`src/rtl/alu_pipe_reg_if.sv`:
```
// Handshake bundle for alu_pipe_reg: operand input channel, result output
// channel with flags, and the completed-result counter.
interface alu_pipe_reg_if #(
  parameter int N = 32
);
  logic         in_valid;
  logic         in_ready;
  logic [N-1:0] a;
  logic [N-1:0] b;
  logic [3:0]   aluControl;
  logic         out_valid;
  logic         out_ready;
  logic [N-1:0] y;
  logic         negativo;
  logic         cero;
  logic         acarreo;
  logic         desbordamiento;
  logic [15:0]  op_count;

  modport master (
    output in_valid, a, b, aluControl, out_ready,
    input  in_ready, out_valid, y, negativo, cero, acarreo, desbordamiento, op_count
  );

  modport slave (
    input  in_valid, a, b, aluControl, out_ready,
    output in_ready, out_valid, y, negativo, cero, acarreo, desbordamiento, op_count
  );
endinterface

```
`src/rtl/alu_pipe_reg.sv`:
```
// Pipelined ALU with valid/ready flow control: operand register, ALU feeding the
// result register, optional delay stages; every stage buffers one result.
module alu_pipe_reg #(
  parameter int N      = 32,
  parameter int STAGES = 2
) (
  input  logic         clk,
  input  logic         reset,
  alu_pipe_reg_if.slave bus
);
  localparam int SHW = $clog2(N);

  typedef enum logic [3:0] {
    OP_ADD  = 4'd0,
    OP_SUB  = 4'd1,
    OP_AND  = 4'd2,
    OP_OR   = 4'd3,
    OP_XOR  = 4'd4,
    OP_SLL  = 4'd5,
    OP_SRL  = 4'd6,
    OP_SRA  = 4'd7,
    OP_SLT  = 4'd8,
    OP_SLTU = 4'd9
  } op_e;

  typedef struct packed {
    logic [N-1:0] y;
    logic         neg;
    logic         zero;
    logic         carry;
    logic         ovf;
  } res_t;

  logic [STAGES:1] v;
  logic [STAGES:1] adv;
  logic            s1_open;
  logic            in_ready_c;
  logic            in_xfer;

  logic [N-1:0] a_r;
  logic [N-1:0] b_r;
  op_e          op_r;
  res_t         alu_res;
  res_t         res [2:STAGES];
  logic [15:0]  op_count_r;

  // Walk from the output back: a stage moves when full and the stage after it
  // is empty or moving, so a full pipe still passes one result per cycle.
  always_comb begin
    logic go;
    adv = '0;
    go  = bus.out_ready;
    for (int k = STAGES; k >= 1; k--) begin
      adv[k] = v[k] & go;
      go     = !v[k] | adv[k];
    end
    s1_open = go;
  end

  assign in_ready_c = !reset & s1_open;
  assign in_xfer    = bus.in_valid & in_ready_c;

  // NOTE: operand registers carry no reset; their contents are only consumed
  // behind a valid bit, so clearing them would buy nothing.
  always_ff @(posedge clk) begin
    if (in_xfer) begin
      a_r  <= bus.a;
      b_r  <= bus.b;
      op_r <= op_e'(bus.aluControl);
    end
  end

  // Single adder shared by ADD and SUB; SUB is a + ~b + 1.
  always_comb begin
    logic         sub;
    logic [N-1:0] bx;
    logic [N:0]   sum;
    logic [SHW-1:0] sh;
    sub = (op_r == OP_SUB);
    bx  = sub ? ~b_r : b_r;
    sum = {1'b0, a_r} + {1'b0, bx} + {{N{1'b0}}, sub};
    sh  = b_r[SHW-1:0];
    alu_res = '0;
    case (op_r)
      OP_ADD, OP_SUB: begin
        alu_res.y     = sum[N-1:0];
        alu_res.carry = sum[N];
        alu_res.ovf   = (a_r[N-1] == bx[N-1]) & (sum[N-1] != a_r[N-1]);
      end
      OP_AND:  alu_res.y = a_r & b_r;
      OP_OR:   alu_res.y = a_r | b_r;
      OP_XOR:  alu_res.y = a_r ^ b_r;
      OP_SLL:  alu_res.y = a_r << sh;
      OP_SRL:  alu_res.y = a_r >> sh;
      OP_SRA:  alu_res.y = $signed(a_r) >>> sh;
      OP_SLT:  alu_res.y = {{(N-1){1'b0}}, ($signed(a_r) < $signed(b_r))};
      OP_SLTU: alu_res.y = {{(N-1){1'b0}}, (a_r < b_r)};
      default: alu_res.y = '0;
    endcase
    alu_res.neg  = alu_res.y[N-1];
    alu_res.zero = (alu_res.y == '0);
  end

  always_ff @(posedge clk) begin
    if (reset) begin
      v          <= '0;
      op_count_r <= '0;
      for (int k = 2; k <= STAGES; k++) res[k] <= '0;
    end else begin
      if (s1_open) v[1] <= in_xfer;
      for (int k = 2; k <= STAGES; k++) begin
        if (!v[k] | adv[k]) v[k] <= adv[k-1];
      end
      if (adv[1]) res[2] <= alu_res;
      for (int k = 3; k <= STAGES; k++) begin
        if (adv[k-1]) res[k] <= res[k-1];
      end
      if (adv[STAGES]) op_count_r <= op_count_r + 16'd1;
    end
  end

  assign bus.in_ready       = in_ready_c;
  assign bus.out_valid      = v[STAGES];
  assign bus.y              = res[STAGES].y;
  assign bus.negativo       = res[STAGES].neg;
  assign bus.cero           = res[STAGES].zero;
  assign bus.acarreo        = res[STAGES].carry;
  assign bus.desbordamiento = res[STAGES].ovf;
  assign bus.op_count       = op_count_r;
endmodule

```
`src/flat_wrapper.sv`:
```
// flat-port wrapper written by rule: the top's interface ports become plain ports
module alu_pipe_reg_flat 
#(
  parameter int N      = 32,
  parameter int STAGES = 2
)
  (clk, reset, bus_in_valid, bus_a, bus_b, bus_aluControl, bus_out_ready, bus_in_ready, bus_out_valid, bus_y, bus_negativo, bus_cero, bus_acarreo, bus_desbordamiento, bus_op_count);
  alu_pipe_reg_if #(.N(N)) bus_i ();
  input  logic clk;
  input  logic reset;
  input wire logic [$bits(bus_i.in_valid)-1:0] bus_in_valid;
  input wire logic [$bits(bus_i.a)-1:0] bus_a;
  input wire logic [$bits(bus_i.b)-1:0] bus_b;
  input wire logic [$bits(bus_i.aluControl)-1:0] bus_aluControl;
  input wire logic [$bits(bus_i.out_ready)-1:0] bus_out_ready;
  output wire logic [$bits(bus_i.in_ready)-1:0] bus_in_ready;
  output wire logic [$bits(bus_i.out_valid)-1:0] bus_out_valid;
  output wire logic [$bits(bus_i.y)-1:0] bus_y;
  output wire logic [$bits(bus_i.negativo)-1:0] bus_negativo;
  output wire logic [$bits(bus_i.cero)-1:0] bus_cero;
  output wire logic [$bits(bus_i.acarreo)-1:0] bus_acarreo;
  output wire logic [$bits(bus_i.desbordamiento)-1:0] bus_desbordamiento;
  output wire logic [$bits(bus_i.op_count)-1:0] bus_op_count;
  assign bus_i.in_valid = bus_in_valid;
  assign bus_i.a = bus_a;
  assign bus_i.b = bus_b;
  assign bus_i.aluControl = bus_aluControl;
  assign bus_i.out_ready = bus_out_ready;
  assign bus_in_ready = bus_i.in_ready;
  assign bus_out_valid = bus_i.out_valid;
  assign bus_y = bus_i.y;
  assign bus_negativo = bus_i.negativo;
  assign bus_cero = bus_i.cero;
  assign bus_acarreo = bus_i.acarreo;
  assign bus_desbordamiento = bus_i.desbordamiento;
  assign bus_op_count = bus_i.op_count;
  alu_pipe_reg #(.N(N), .STAGES(STAGES)) u_core (.clk(clk), .reset(reset), .bus(bus_i));
endmodule
```
`config.mk`:
```
export PLATFORM = sky130hd
export DESIGN_NAME = alu_pipe_reg_flat
export DESIGN_NICKNAME = d
export VERILOG_FILES = /design/src/rtl/alu_pipe_reg_if.sv /design/src/rtl/alu_pipe_reg.sv /design/src/flat_wrapper.sv
export SDC_FILE = /design/constraint.sdc
export NUM_CORES = 1
export LEC_CHECK = 0
export BUFFER_PORTS_ARGS = -buffer_cell sky130_fd_sc_hd__buf_2
export CORE_MARGIN = 10
export CORE_UTILIZATION = 50
export DETAILED_ROUTE_END_ITERATION = 6
export GPL_TIMING_DRIVEN = 0
export PLACE_DENSITY_LB_ADDON = 0.08
export SLEW_MARGIN = 20
export SYNTH_ARGS = -nofsm -noshare
export SYNTH_HDL_FRONTEND = slang
export SYNTH_SLANG_ARGS = --single-unit
```
`constraint.sdc`:
```
create_clock -name clk -period 5.9 [get_ports clk]
set_clock_uncertainty 0.1 [all_clocks]
set_input_delay 0 -clock clk [delete_from_list [all_inputs] [get_ports clk]]
set_output_delay 0 -clock clk [all_outputs]
set_load 0.005 [all_outputs]
```
==> results of run 1 <==
-- cell type report --
type                            instances  share of cell area
Multi-Input combinational cell       1131              0.5711
Sequential cell                       121              0.2189
Timing Repair Buffer                  201             0.08883
Buffer                                116             0.03926
Clock buffer                           19             0.02744
Tap cell                              335             0.02657
Inverter                               87             0.02118
Clock inverter                         13            0.006741
-- metal layers --
metal / global-route usage / vias up / share of wire
li1: - / 5946 / -
met1: 0.4814 / 6853 / 0.35
met2: 0.5950 / 1577 / 0.42
met3: 0.1542 / 419 / 0.16
met4: 0.2236 / 2 / 0.074
met5: 0 / - / 0.00013
-- critical path, stage by stage, from the launching register on --
cell	delay, ns
edfxtp_1	0.60
inv_1	0.30
clkbuf_2	0.47
clkdlybuf4s15_2	0.58
xnor2_1	0.14
ha_1	0.34
and3b_2	0.21
a22o_1	0.33
a22oi_1	0.49
nand2_1	0.17
xor2_1	0.20
a211oi_1	0.42
nor4bb_1	0.58
nand4_1	0.18
or4_1	0.44
nor2_1	0.13
-- metrics by stage --
step	instance area, um^2	worst slack (ns)	hold slack [ns]	utilization
after detailed placement	14440	-0.3072	0.07813	0.5527
after global placement	14380	-0.4085	0.07605	0.5503
after global routing	15780	-0.0002842	0.1765	0.6037
after CTS	15740	0.03715	0.1588	0.6023
final	15780	0.05617	0.1479	0.6037
after floorplan	13340	1.348	-0.06763	-
-- worst max path at each step --
stage                             endpoint  slack, ns
final                     u_core.res[2][2]       0.06
after global routing      u_core.res[2][2]    -0.0003
after CTS                 u_core.res[2][2]       0.04
after detailed placement  u_core.res[2][2]      -0.31
after global placement    u_core.res[2][2]      -0.41
after floorplan           u_core.res[2][2]       1.35
-- power groups by stage --
| stage | logic [W] | registers (W) | clock network (W) |
|---|---|---|---|
| final | 0.000888 | 0.00102 | 0.00105 |
| after global placement | 0.000766 | 0.00104 | 0 |
| after detailed placement | 0.000785 | 0.00104 | 0 |
| after global routing | 0.000918 | 0.00102 | 0.00106 |
| after CTS | 0.000830 | 0.00102 | 0.00103 |
| after floorplan | 0.000498 | 0.00102 | 0 |
-- placed cells by master (no fill, tap or decap), drive strengths merged, types with 10 or more instances in the layout --
cell,instances
buf,170
nor2,142
ha,129
nand2,112
edfxtp,103
clkbuf,91
inv,84
a21oi,81
dlygate4sd3,73
o21ai,64
mux4,60
xnor2,44
mux2i,44
nand3,30
nor3,28
a22oi,22
mux2,21
a211oi,21
nor2b,20
nand4,19
and3,18
o211ai,18
dfxtp,18
o2111ai,15
xor2,15
nand2b,15
a221oi,15
a31oi,14
a21o,14
o221ai,11
nor4,11
or3,10
o21a,10
-- cells by family after synthesis --
| kind of cell | synth area share |
|---|---|
| xor+xnor | 0.03875 |
| flops | 0.2590 |
| fa+ha+maj | 0.1225 |
| buf+inv | 0.06981 |
| mux | 0.1549 |
| simple gates | 0.1597 |
| compound gates | 0.1953 |
-- cell usage after synthesis, types with 18 or more instances --
master | instances | share of area
nor2b_1 | 20 | 0.0094
nand3_1 | 30 | 0.011
dfxtp_1 | 18 | 0.027
mux4_2 | 50 | 0.084
xnor2_1 | 44 | 0.029
o211ai_1 | 18 | 0.010
inv_1 | 84 | 0.024
ha_1 | 129 | 0.12
a211oi_1 | 21 | 0.012
and3_1 | 18 | 0.0084
nand4_1 | 19 | 0.0089
a21oi_1 | 81 | 0.030
nor2_1 | 142 | 0.040
a22oi_1 | 22 | 0.012
clkbuf_1 | 69 | 0.019
mux2i_1 | 44 | 0.033
nor3_1 | 28 | 0.011
nand2_1 | 112 | 0.032
o21ai_0 | 61 | 0.023
mux2_2 | 21 | 0.018
edfxtp_1 | 103 | 0.23
-- flip-flops by register name (all words and copies together), names as in the netlist --
register and count:
u_core.v 2, u_core.bus.op_count 16, u_core.b_r 32, u_core.res 35, u_core.a_r 32, u_core.op_r 4
-- repair_timing --
item	4_1_cts	5_1_grt
setup buffers	0	0
hold endpoints to repair	77	0
setup endpoints to repair	1	1
hold buffers	73	0
gates resized for setup	9	14
==> results by group, run 1 <==
CTS
  • CTS tree: yes
  • Clock transition at path regs: approximately 0.07 ns
  • CTS Buf Count: 17
  • Clk buf depth: 2
  • Clk sink count: 121
  • H-tree depth: 4
  • Worst skew pair latency: 0.45 ns
  • Root buf cell: clkbuf_16

Synthesis
  • Syn avg cell area: between 9 and 10 um^2
  • Post-synthesis cell type count: slightly above 80
  • Cells after Synth: 1456
  • Cell Area, Synth: about 0.013 mm^2
  • Syn_nets: 1658
  • Main synth FF type: edfxtp_1
  • Register bit total from synthesis: 121
  • Async set-reset flop share out of synthesis: 0
  • Post-synth EDFFs: about 100
  • Sequential-to-total area share from yosys stat: 0.2590
  • Yosys warning count: 0

GRT
  • GRT Util Overall: 0.3975
  • Antenna violations before repair: 2
  • First-pass GRT wire length: between 90000 and 100000 um
  • GRT overflow: 0
  • Vias in the first global route: 14196
  • Largest net degree at the start of global routing: between 40 and 50

Worst setup path
  • Crit. Startpoint: u_core.b_r[2]
  • CP arrival: 6.05 ns
  • Crit. End Element: register
  • Startpoint types: register
  • R2R cell count: 15
  • Worst R2R End: u_core.res[2][2]
  • WS Path Type: register to register
  • RR Startpoint: u_core.b_r[2]
  • Reg2reg setup slack: ~0.056 ns
  • Max FO, Critical Path: 11
  • CP Data Required Time: a little over 6 ns

Place
  • Port Buf Inserts: about 130
  • DP Cell Count: between 1500 and 2000
  • Routability cong.: approximately 1.1
  • DPL Wire Length: between 50000 and 60000 um

Timing
  • Max Fclk: 171.1 MHz
  • Setup violators final: 0
  • Setup TNS Final: 0 ns
  • Fin. Hold Viols: 0
  • Fin crit share: 0.9905
  • Worst slew pin tran: approximately 1.3 ns
  • Slew Limit Headroom: 0.1540
  • Tmin final: approximately 5.8 ns
  • Final Max Tran Viols: 0

Detailed routing
  • WL final: between 60000 and 70000 um
  • Via count: roughly 15000
  • Routed WL per cell: approximately 34 um
  • Post-route DRC: 18
  • Initial DRC Count: between 2000 and 3000
  • DRT Pass-1 Iters: 7
  • Vias per cell: around 7.3
  • Remaining antenna violation count: 0

Final layout
  • Share of cells above drive strength 1: 0.1783
  • Non-Filler Instances: approximately 2000
  • Layout Nets: 1877
  • Multi-input logic area: ~0.0090 mm^2
  • Register area: roughly 0.0035 mm^2
  • Layout area overhead: 18.31%
  • FILL cells: about 2200
  • Ant. Diodes: 0

Floorplan
  • I/O pin cnt: 126
  • Rows: 59
  • Die Area: about 0.034 mm^2
  • Chip width: approximately 180 um
  • Core box area: 0.02613 mm^2
  • Die height: between 150 and 200 um
  • Starting Density: 0.5103

Power and ir drop
  • Switching Fraction: 0.3673
  • Pwr Total: about 0.0030 W
  • LEAKAGE: 6.428 nW
  • PwrDens: between 150 and 200 mW/mm^2
  • P_sw: approximately 0.0011 W
  • Clk pwr share: 0.354
  • Reg power frac: 0.346
  • Comb power frac: 0.300
  • Pint: 0.001873 W
  • Worst VDD drop: approximately 0.00017 V

Status
  • Outcome: finished, violations left
  • Failing checks: design-rule violations

Min path
  • Worst hold path class: input port to register
  • Worst Hold Depth: 2
  • Hold Path End: u_core.a_r[16]
  • Hold Startpoint: bus_a[16]

Run
  • Maximum Capacitance Violations: 0
No activity file was read; power rests on OpenSTA's default activity.
==> inputs of run 2 (changes only) <==
--- a/config.mk
+++ b/config.mk
@@ -5,10 +5,10 @@
 export SDC_FILE = /design/constraint.sdc
 export NUM_CORES = 1
 export LEC_CHECK = 0
-export BUFFER_PORTS_ARGS = -buffer_cell sky130_fd_sc_hd__buf_2
 export CORE_MARGIN = 10
 export CORE_UTILIZATION = 50
 export DETAILED_ROUTE_END_ITERATION = 6
+export DONT_BUFFER_PORTS = 1
 export GPL_TIMING_DRIVEN = 0
 export PLACE_DENSITY_LB_ADDON = 0.08
 export SLEW_MARGIN = 20
==> run 2 against run 1 <==
Net effect:
- sequential share of layout area is 0.84 points higher
- non-clock buffer count decreased by 123
- critical endpoint unchanged
- combinational power decreased by 6.5%
- flip-flop and latch count did not move
- cell count is 6.1% lower
- the flow now finishes without violations
- largest cell class unchanged
- register-to-register slack gained 0.07 ns
- die area unchanged
==> results by group, run 2 (synthesis gave the netlist of run 1 again) <==
Worst setup path
  • Critical-path cell list: clkbuf_1 > nor4b_1 > buf_2 > buf_2 > xnor2_1 > ha_1 > inv_1 > a31oi_1 > o21ai_0 > nand2_1 > xor2_1 > a211oi_1 > nor4bb_1 > nand4_1 > or4_1 > nor2_1
  • Most used cell, CP: buf_2
  • R2R cell count: 16 (+1)
  • CP Data Required Time: 6.09 ns (about the same)
  • Max FO, Critical Path: 10 (-1)
  • Crit. End Element: register
  • CP arrival: 5.96 ns (-0.09 ns)
  • Worst stage delay on the critical path: 0.70 ns (+0.10 ns)
  • Startpoint types: register
  • WS Path Type: register to register
  • Reg2reg setup slack: 0.13 ns (+0.07 ns)
  • Slowest cell on the critical path: o21ai_0

Detailed routing
  • DRT Pass-1 Iters: 6 (-1)
  • Remaining antenna violation count: 0 (unchanged)
  • Via count: 14042 (-5.1%)
  • Routed WL per cell: 34.55 um (+1.5%)
  • Vias per cell: 7.391 (+1.0%)
  • Post-route DRC: 0 (-18)
  • WL final: 65650 um (-4.7%)
  • Met2 Wirelength: 27690 um (-3.7%)
  • Top sig layer: met5
  • Metal1 wirelength: 24410 um (+0.41%)
  • Met3 wire length: 9407 um (-13%)
  • Initial DRC Count: 2767 (-3.6%)

Run
  • Maximum Capacitance Violations: 0 (unchanged)

Floorplan
  • Rows: 59 (unchanged)
  • I/O pin cnt: 126 (unchanged)
  • Core box area: 0.02613 mm^2 (unchanged)
  • Starting Density: 0.5103 (unchanged)
  • Die height: 183.3 um (unchanged)
  • Chip width: 183.3 um (unchanged)
  • Die Area: 0.03360 mm^2 (unchanged)

CTS
  • Clk sink count: 121 (unchanged)
  • Worst skew pair latency: 0.44 ns (about the same)
  • CTS tree: yes
  • Clk buf depth: 2 (unchanged)
  • CTS Buf Count: 17 (unchanged)
  • Clock transition at path regs: 0.06 ns (about the same)
  • Setup bufs post-CTS: 0 (unchanged)
  • H-tree depth: 4 (unchanged)
  • Root buf cell: clkbuf_16

Min path
  • Worst hold path class: input port to register
  • Worst Hold Depth: 3 (+1)

GRT
  • GRT Util Overall: 0.3785 (-0.01907)
  • Vias in the first global route: 13268 (-6.5%)
  • First-pass GRT wire length: 92980 um (-4.7%)
  • Largest net degree at the start of global routing: 41 (unchanged)
  • Antenna violations before repair: 4 (+2)
  • GRT overflow: 0 (unchanged)

Final layout
  • Ant. Diodes: 0 (unchanged)
  • Layout area overhead: 13.91%
  • Largest regs: u_core.res: 35 flops, u_core.a_r: 32 flops, u_core.b_r: 32 flops
  • Largest reg by FF count: u_core.res
  • Multi-input logic area: 0.009005 mm^2 (about the same)
  • Layout Nets: 1754 (-6.6%)
  • Share of cells above drive strength 1: 0.1112 (-0.06714)
  • Most frequent cells in the layout: nor2_1, ha_1, nand2_1
  • Layout Utilization: 0.5813 (-0.02241)
  • FILL cells: 2253 (+1.2%)
  • Register area: 0.003453 mm^2 (unchanged)
  • Commonest non-fill, non-tap cell in the layout: nor2_1
  • Non-Filler Instances: 1900 (-6.1%)
  • Max FFs per register: 35 (unchanged)

Status
  • Outcome: finished, final reports clean

Power and ir drop
  • Pwr Total: 0.002973 W (+0.40%)
  • LEAKAGE: 5.918 nW (-7.9%)
  • Worst VDD drop: 0.0002122 V (+26%)
  • PwrDens: 195.7 mW/mm^2 (+4.3%)

Place
  • Routability cong.: 1.059 (-1.0%)
  • Port Buf Inserts: 0 (-100%)
  • DP Cell Count: 1795 (-6.5%)
  • DPL Wire Length: 50530 um (-1.4%)
  • DP Worst Slack: -0.01955 ns (+0.2876 ns)

Timing
  • Worst slew pin tran: 1.175 ns (-0.08942 ns)
  • Final Max Tran Viols: 0 (unchanged)
  • Slew Limit Headroom: 0.2107 (+0.05670)
  • Worst hold slack: 0.04038 ns (-0.1075 ns)
  • Tmin final: 5.769 ns (-0.07475 ns)
  • Setup violators final: 0 (unchanged)
  • Worst setup margin: 0.1309 ns (+0.07475 ns)
  • Fin. Hold Viols: 0 (unchanged)
  • Fin crit share: 0.9778 (-0.01267)
  • RSZ-0062 raised after global routing: no
  • Max Fclk: 173.3 MHz (+1.3%)
-- run 2: cell types whose count changed in the layout (fill, tap and decap cells not counted), moves of 2 or more --
cell	previous run	this run
clkinv_1	3	6
bufinv_16	1	3
clkbuf_4	4	2
clkinvlp_4	8	3
buf_2	142	18
-- run 2: worst max-delay path, delay by kind of cell, from the launching register on --
kind / cells / cell delay, ns
and+or+nand+nor: 6 / 1.79
buffers and inverters: 4 / 1.36
AOI/OAI and AO/OA: 3 / 1.20
xor gates and xnor gates: 2 / 0.46
DFF: 1 / 0.35
adders and majority gates: 1 / 0.34
-- run 2: layer usage --
layer | track usage | vias up
met3 | 0.1209 | 288
met2 | 0.5697 | 1375
met1 | 0.4810 | 6683
met4 | 0.1869 | 6
li1 | - | 5690
met5 | 0 | -
-- run 2: stage by stage --
stage / setup TNS (ns) / area, um^2
after floorplan: 0 / 13340
after global placement: -0.2229 / 13750
after detailed placement: -0.01955 / 13830
after CTS: 0 / 15160
after global routing: 0 / 15190
final: 0 / 15190
-- run 2: timing repair --
action / 4_1_cts / 5_1_grt
hold endpoints to repair: 107 / 0
setup endpoints to repair: 1 / 4
gates resized for setup: 4 / 9
hold buffers: 73 / 0
-- run 2: area by class of cell --
| cell class | instances | share of cell area |
|---|---|---|
| well taps | 335 | 0.02759 |
| repair buffers | 77 | 0.05206 |
| inverters | 87 | 0.02150 |
| multi-input cells | 1131 | 0.5928 |
| clock buffers | 18 | 0.02825 |
| flip-flops and latches | 121 | 0.2273 |
| plain buffers | 117 | 0.04019 |
| clock inverters | 14 | 0.01030 |
-- run 2: path summary, 6_finish.rpt --
| path | to | start |
|---|---|---|
| setup / recovery | u_core.res[2][2] | u_core.op_r[3] |
| hold / removal | u_core.res[2][19] | reset |
| setup reg to reg | u_core.res[2][2] | u_core.op_r[3] |
| hold reg to reg | u_core.bus.op_count[14] | u_core.bus.op_count[14] |
-- run 2: power breakdown --
part | internal, W | switching (W) | total [W]
logic | 0.000303 | 0.000527 | 0.000830
clock network | 0.000659 | 0.000454 | 0.00111
registers | 0.000970 | 0.0000590 | 0.00103
total | 0.00193 | 0.00104 | 0.00297
